### src/rtl/csr_unit.sv
// ============================================================================
// Module   : csr_unit
// Purpose  : Machine-mode CSR file, trap/mret controller and interrupt request
//            logic. The `CSR_COUNTERS_EN macro adds 64-bit mcycle/minstret.
// Revision : 1.0 - initial release
// ============================================================================
`default_nettype none

module csr_unit #(
  parameter int unsigned     XLEN        = 32,
  parameter logic [XLEN-1:0] MTVEC_RESET = 32'h0,
  parameter int unsigned     HART_ID     = 0,
  parameter logic [XLEN-1:0] MISA_VAL    = 32'h40000100
) (
  input  logic            clk_i,
  input  logic            rst_n,
  input  logic [11:0]     rd_addr_i,
  output logic [XLEN-1:0] rd_data_o,
  output logic            rd_illegal_o,
  input  logic            wr_en_i,
  input  logic [1:0]      wr_op_i,
  input  logic [11:0]     wr_addr_i,
  input  logic [XLEN-1:0] wr_src_i,
  input  logic            trap_i,
  input  logic            trap_irq_i,
  input  logic [3:0]      trap_code_i,
  input  logic [XLEN-1:0] trap_pc_i,
  input  logic [XLEN-1:0] trap_val_i,
  input  logic            mret_i,
  input  logic            retire_i,
  input  logic            irq_ext_i,
  input  logic            irq_timer_i,
  output logic            irq_req_o,
  output logic [3:0]      irq_code_o,
  output logic            redirect_o,
  output logic [XLEN-1:0] redirect_pc_o
);

  localparam logic [1:0]      OP_RW      = 2'b01;
  localparam logic [1:0]      OP_RS      = 2'b10;
  localparam logic [1:0]      OP_RC      = 2'b11;
  localparam logic [XLEN-1:0] MIE_MASK   = XLEN'(32'h0000_0888);
  localparam logic [XLEN-1:0] MTVEC_MASK = ~XLEN'(32'h2);
  localparam logic [XLEN-1:0] MEPC_MASK  = ~XLEN'(32'h3);

  logic            mst_mie_q, mst_mie_d, mst_mpie_q, mst_mpie_d;
  logic [XLEN-1:0] mie_q, mie_d, mtvec_q, mtvec_d, mscratch_q, mscratch_d;
  logic [XLEN-1:0] mepc_q, mepc_d, mcause_q, mcause_d, mtval_q, mtval_d;
  logic            redirect_q, redirect_d;
  logic [XLEN-1:0] redirect_pc_q, redirect_pc_d;
  logic [XLEN-1:0] mip_w, pending_w, wr_old_w, wr_new_w, vec_base_w;
  logic            wr_ill_w, wr_eff_w;

`ifdef CSR_COUNTERS_EN
  logic [2*XLEN-1:0] mcycle_q, mcycle_d, minstret_q, minstret_d;
`endif

  assign mip_w = (XLEN'(irq_ext_i) << 11) | (XLEN'(irq_timer_i) << 7);

  function automatic void csr_read(input logic [11:0] a, output logic [XLEN-1:0] d,
                                   output logic ill);
    d   = '0;
    ill = 1'b0;
    case (a)
      12'h300: begin
        d[12:11] = 2'b11;
        d[7]     = mst_mpie_q;
        d[3]     = mst_mie_q;
      end
      12'h301: d = MISA_VAL;
      12'h304: d = mie_q;
      12'h305: d = mtvec_q;
      12'h340: d = mscratch_q;
      12'h341: d = mepc_q;
      12'h342: d = mcause_q;
      12'h343: d = mtval_q;
      12'h344: d = mip_w;
      12'hF14: d = XLEN'(HART_ID);
`ifdef CSR_COUNTERS_EN
      12'hB00, 12'hC00: d = mcycle_q[XLEN-1:0];
      12'hB80, 12'hC80: d = mcycle_q[2*XLEN-1:XLEN];
      12'hB02, 12'hC02: d = minstret_q[XLEN-1:0];
      12'hB82, 12'hC82: d = minstret_q[2*XLEN-1:XLEN];
`endif
      default: ill = 1'b1;
    endcase
  endfunction

  always_comb csr_read(rd_addr_i, rd_data_o, rd_illegal_o);
  always_comb csr_read(wr_addr_i, wr_old_w, wr_ill_w);

  // Lower-priority events are dropped whenever a trap or mret commits.
  assign wr_eff_w = wr_en_i && (wr_op_i != 2'b00) && !wr_ill_w && !trap_i && !mret_i;

  always_comb begin
    case (wr_op_i)
      OP_RW:   wr_new_w = wr_src_i;
      OP_RS:   wr_new_w = wr_old_w | wr_src_i;
      OP_RC:   wr_new_w = wr_old_w & ~wr_src_i;
      default: wr_new_w = wr_old_w;
    endcase
  end

  assign pending_w  = mip_w & mie_q;
  assign irq_req_o  = mst_mie_q && (pending_w != '0);
  assign irq_code_o = pending_w[11] ? 4'd11 : (pending_w[7] ? 4'd7 : 4'd0);
  assign vec_base_w = {mtvec_q[XLEN-1:2], 2'b00};

  always_comb begin
    mst_mie_d     = mst_mie_q;
    mst_mpie_d    = mst_mpie_q;
    mie_d         = mie_q;
    mtvec_d       = mtvec_q;
    mscratch_d    = mscratch_q;
    mepc_d        = mepc_q;
    mcause_d      = mcause_q;
    mtval_d       = mtval_q;
    redirect_d    = 1'b0;
    redirect_pc_d = redirect_pc_q;
    if (trap_i) begin
      mepc_d     = trap_pc_i & MEPC_MASK;
      mcause_d   = {trap_irq_i, {(XLEN-5){1'b0}}, trap_code_i};
      mtval_d    = trap_val_i;
      mst_mpie_d = mst_mie_q;
      mst_mie_d  = 1'b0;
      redirect_d = 1'b1;
      if (trap_irq_i && (mtvec_q[1:0] == 2'b01))
        redirect_pc_d = vec_base_w + XLEN'({trap_code_i, 2'b00});
      else
        redirect_pc_d = vec_base_w;
    end else if (mret_i) begin
      mst_mie_d     = mst_mpie_q;
      mst_mpie_d    = 1'b1;
      redirect_d    = 1'b1;
      redirect_pc_d = mepc_q;
    end else if (wr_eff_w) begin
      case (wr_addr_i)
        12'h300: begin
          mst_mie_d  = wr_new_w[3];
          mst_mpie_d = wr_new_w[7];
        end
        12'h304: mie_d      = wr_new_w & MIE_MASK;
        12'h305: mtvec_d    = wr_new_w & MTVEC_MASK;
        12'h340: mscratch_d = wr_new_w;
        12'h341: mepc_d     = wr_new_w & MEPC_MASK;
        12'h342: mcause_d   = wr_new_w;
        12'h343: mtval_d    = wr_new_w;
        default: ;
      endcase
    end
  end

  always_ff @(posedge clk_i or negedge rst_n) begin
    if (!rst_n) begin
      mst_mie_q     <= 1'b0;
      mst_mpie_q    <= 1'b0;
      mie_q         <= '0;
      mtvec_q       <= MTVEC_RESET & MTVEC_MASK;
      mscratch_q    <= '0;
      mepc_q        <= '0;
      mcause_q      <= '0;
      mtval_q       <= '0;
      redirect_q    <= 1'b0;
      redirect_pc_q <= '0;
    end else begin
      mst_mie_q     <= mst_mie_d;
      mst_mpie_q    <= mst_mpie_d;
      mie_q         <= mie_d;
      mtvec_q       <= mtvec_d;
      mscratch_q    <= mscratch_d;
      mepc_q        <= mepc_d;
      mcause_q      <= mcause_d;
      mtval_q       <= mtval_d;
      redirect_q    <= redirect_d;
      redirect_pc_q <= redirect_pc_d;
    end
  end

  assign redirect_o    = redirect_q;
  assign redirect_pc_o = redirect_pc_q;

`ifdef CSR_COUNTERS_EN
  // A software write to either half replaces it and suppresses that tick.
  always_comb begin
    mcycle_d   = mcycle_q + 1'b1;
    minstret_d = retire_i ? minstret_q + 1'b1 : minstret_q;
    if (wr_eff_w) begin
      case (wr_addr_i)
        12'hB00: mcycle_d   = {mcycle_q[2*XLEN-1:XLEN], wr_new_w};
        12'hB80: mcycle_d   = {wr_new_w, mcycle_q[XLEN-1:0]};
        12'hB02: minstret_d = {minstret_q[2*XLEN-1:XLEN], wr_new_w};
        12'hB82: minstret_d = {wr_new_w, minstret_q[XLEN-1:0]};
        default: ;
      endcase
    end
  end

  always_ff @(posedge clk_i or negedge rst_n) begin
    if (!rst_n) begin
      mcycle_q   <= '0;
      minstret_q <= '0;
    end else begin
      mcycle_q   <= mcycle_d;
      minstret_q <= minstret_d;
    end
  end
`else
  logic unused_w;
  assign unused_w = retire_i;
`endif

endmodule

`default_nettype wire

### config.mk
export PLATFORM = sky130hd
export DESIGN_NAME = csr_unit
export DESIGN_NICKNAME = d
export VERILOG_FILES = /design/src/rtl/csr_unit.sv
export SDC_FILE = /design/constraint.sdc
export NUM_CORES = 1
export LEC_CHECK = 0
export ABC_AREA = 1
export BUFFER_PORTS_ARGS = -buffer_cell sky130_fd_sc_hd__buf_2
export CAP_MARGIN = 30
export CORE_ASPECT_RATIO = 2
export CORE_UTILIZATION = 40
export CTS_CLUSTER_DIAMETER = 50
export CTS_CLUSTER_SIZE = 30
export DETAILED_ROUTE_END_ITERATION = 10
export REMOVE_ABC_BUFFERS = 1
export SYNTH_ARGS = -nofsm -noshare
export SYNTH_HDL_FRONTEND = slang
export SYNTH_SLANG_ARGS = --single-unit
### constraint.sdc
create_clock -name clk_i -period 2.57 [get_ports clk_i]
set_input_delay 0.257 -clock clk_i [delete_from_list [all_inputs] [get_ports clk_i]]
set_output_delay 0.257 -clock clk_i [all_outputs]
set_load 0.05 [all_outputs]
==> results by group <==
Synthesis
  – Post-synthesis compound-gate area fraction: 0.1506
  – Syn. warnings: 0
  – Mapped cell area: 12,440 sq um
  – Synth Area in Simple Gates: 0.3446
  – Area fraction of the dominant cell type after synthesis: 0.3883
  – Proportion of synthesized area in mux cells: 0
  – Register area share after synthesis: 0.3883
  – Synthesized flop and latch total: 193
  – Main combinational cell family by area after synthesis: simple AND/OR/NAND/NOR gates
  – Post-synthesis adder-cell area fraction: 0.005634
  – Synth Area in XOR/XNOR: 0.006338
  – Leading area contributor after synthesis: dfrtp_1
  – Post-Synthesis Cells: 1,912
  – Post-synthesis average cell area: 6.505 sq um
  – Top cells by area, synth: dfrtp_1, nand2_1, inv_1, o21ai_0, nand3_1
  – Yosys cell types: 43

Routing
  – Uppermost layer routed: met4
  – Vias: 13,980
  – Met2 wire length: 26,520 um
  – DRC: 0
  – Routed WL: 53,080 um
  – Routed met3 length: 3685 um
  – Post-route ant nets: 0
  – Via/cell ratio: 5.602
  – DRT iter0 DRCs: 1,152
  – Wire length on met1: 18,500 um
  – First-pass DRT Iterations: 5
  – Routed WL per cell: 21.27 um

CTS
  – Max clock buf depth: 2
  – Cts bufs inserted: 17
  – Clock slew seen by the registers of the worst setup and hold paths: 80 ps
  – H-tree depth: 4
  – CTS tree: done
  – Clock Latency Late Sink: 460 ps
  – Root buf cell: clkbuf_16
  – CTS Sinks: 193

Cells and area
  – Antenna diodes: 0
  – Finished Layout Cells: 2,495
  – Area delta synth->final: 21.57%
  – Share of layout cells above drive strength 1: 0.1573
  – Post-layout util: 0.4918
  – Nets: 2,250

Floorplanning
  – Site Rows: 91
  – Starting Density: 0.4046
  – Chip width: 126.7 um
  – DIE HEIGHT: 251.4 um
  – Placeable Area: 30,740 sq um
  – Boundary pin count: 206
  – Die area: 31,840 sq um

STA
  – Worst Clk Skew: 9.910 ps
  – Tcrit/Tclk final: 0.9543
  – TNS Setup: 0 ps
  – Fmax: 407.7 MHz
  – Max-slew headroom: 0.4852
  – Final hold vios: 0
  – Final setup margin: 117.5 ps
  – Count of pins over their slew limit: 0
  – Setup violations, final: 0
  – Worst Tran Pin Value: 772.2 ps
  – Unrepaired setup endpoints after global routing: false
  – Minimum clock period after layout: 2453 ps

Critical path
  – Arrival time at the worst endpoint: 2200 ps
  – Slowest cell on the critical path: nand2_1
  – Worst Path Max Fanout: 7
  – Crit path kind: in -> out
  – CP Launch Type: input port
  – Crit end category: output pin
  – Crit path largest cell delay: 400 ps
  – Crit path cell chain: buf_2 -> nor2_1 -> nand3_1 -> nor2_2 -> nand2_1 -> buf_4 -> nor2_1 -> a221oi_1 -> o221ai_1 -> buf_2
  – Worst Path Required: 2310 ps
  – Worst-case reg-to-reg path depth: 10

GRT
  – Initial antenna violation count: 0
  – GRT Util Overall: 0.3397
  – Largest net degree at the start of global routing: 71
  – Grt ovf: 0
  – First-pass GRT wire length: 79,560 um
  – Vias in the first global route: 13,810

Placement
  – Final HPWL DP: 36,520 um
  – Pre-CTS setup slack: 2.501 ps
  – GPL Wtd Cong: 0.9684
  – # port buffers: 200
  – Placed Instances: 2,462

Pwr
  – Leak Pwr: 8.250 nW
  – PnR Total Power: 7.885 mW
  – Max VDD drop: 0.0005225 V
  – P per Cell Area: 521.5 nW/um^2

Run status
  – Outcome: complete, no violations

Hold path
  – WHS Path Cells: 5
  – Type of the tightest min-delay check: in -> reg

Flow run
  – Max Cap Viol: 0
[cell usage in the layout (no fill, tap or decap), drive strengths merged]
master / instances
a41oi: 1
clkinvlp: 2
nor2: 142
inv: 232
o2111ai: 3
o221a: 2
a221oi: 11
o22ai: 4
nor3: 14
xnor2: 1
o21bai: 2
dfrtp: 193
a31oi: 4
bufinv: 4
clkinv: 7
nand3b: 1
clkbuf: 22
ha: 4
conb: 2
xor2: 8
a21oi: 64
nand3: 126
nand4: 38
o21ai: 193
nor4: 7
fa: 1
dlygate4sd3: 1
or2: 2
o221ai: 22
o211ai: 20
o31ai: 1
buf: 272
a32o: 1
nand2: 715
nor3b: 1
[power breakdown]
| group | switching, mW | internal, mW |
|---|---|---|
| combinational | 0.996 | 0.398 |
| sequential | 0.229 | 3.27 |
| clock | 1.28 | 1.71 |
[timing repair]
item,in CTS,in global routing
setup buffers,0,0
resized for setup,0,5
hold endpoints to repair,55,0
hold buffers,1,0
setup endpoints to repair,0,21
[layer usage]
| layer | up-vias | track usage |
|---|---|---|
| met4 | 0 | 0.2643 |
| met5 | - | 0 |
| met2 | 690 | 0.5923 |
| li1 | 6532 | - |
| met1 | 6522 | 0.3591 |
| met3 | 232 | 0.06150 |
[cell type report]
cell class	instances	area, sq um
Multi-Input combinational cell	1390	6345
Tap cell	372	465.4
Clock inverter	12	180.2
Sequential cell	193	4830
Clock buffer	20	466.7
Inverter	233	874.6
Fill cell	3230	15620
Timing Repair Buffer	275	1958
[path summary, 6_finish.rpt]
kind	start	endpoint	slack [ps]
max	rd_addr_i[5]	rd_data_o[21]	120
min	trap_val_i[29]	mtval_q[29]	80
max reg2reg	mtvec_q[4]	redirect_pc_o[29]	200
min reg2reg	mtval_q[16]	mtval_q[16]	480
max in group asynchronous	rst_n	redirect_pc_o[6]	1380
min in group asynchronous	rst_n	redirect_o	340
[worst max-delay path, delay by kind of cell]
family | cells | cell delay (ps)
buffers and inverters | 3 | 720
AOI/OAI and AO/OA | 2 | 170
and+or+nand+nor | 5 | 1040
[stage by stage]
stage | instance area [sq um] | hold WS (ps)
CTS | 15110 | 66.94
finish | 15120 | 80.12
global placement | 14450 | 279.0
global route | 15120 | 91.79
detailed placement | 14450 | 286.4
floorplan | 12020 | -38.59
[Yosys cell counts]
master	n
inv_1	231
a41oi_1	1
nand2_1	712
o22ai_1	4
ha_1	4
nor2_2	3
a221oi_1	11
o221ai_1	22
o2111ai_1	3
buf_4	7
nor3b_1	1
dfrtp_1	193
o31ai_1	1
fa_1	1
clkinv_1	1
o21bai_1	2
nand3_2	2
nor2_1	136
buf_1	4
o21ai_0	173
nor3_1	13
o221a_2	2
o21ai_2	2
nor3_2	1
o21ai_1	18
nand4_1	37
nand3b_1	1
a31oi_1	4
nor4_1	7
nand2_2	3
a32o_1	1
buf_2	25
nand3_1	124
o211ai_1	20
inv_2	1
conb_1	1
xor2_1	8
nor2_4	3
clkbuf_1	61
or2_2	2
nand4_2	1
xnor2_1	1
a21oi_1	64
[state kept, by name (all words and copies together), names as in the netlist]
name,count
mtval_q,32
redirect_o,1
mst_mpie_q,1
mcause_q,32
mie_q,3
mst_mie_q,1
mtvec_q,31
mscratch_q,32
redirect_pc_o,30
mepc_q,30
[cells by family (layout without fill, tap and decap cells)]
group | after synthesis | after routing
flip-flops | 193 | 193
AO/OA/AOI/OAI | 328 | 328
buffers and inverters | 330 | 540
AND/OR/NAND/NOR | 1046 | 1046
XOR/XNOR | 9 | 9
other | 1 | 2
adder cells (fa/ha/maj) | 5 | 5
Note: power is estimated with default switching activity, not from simulation.
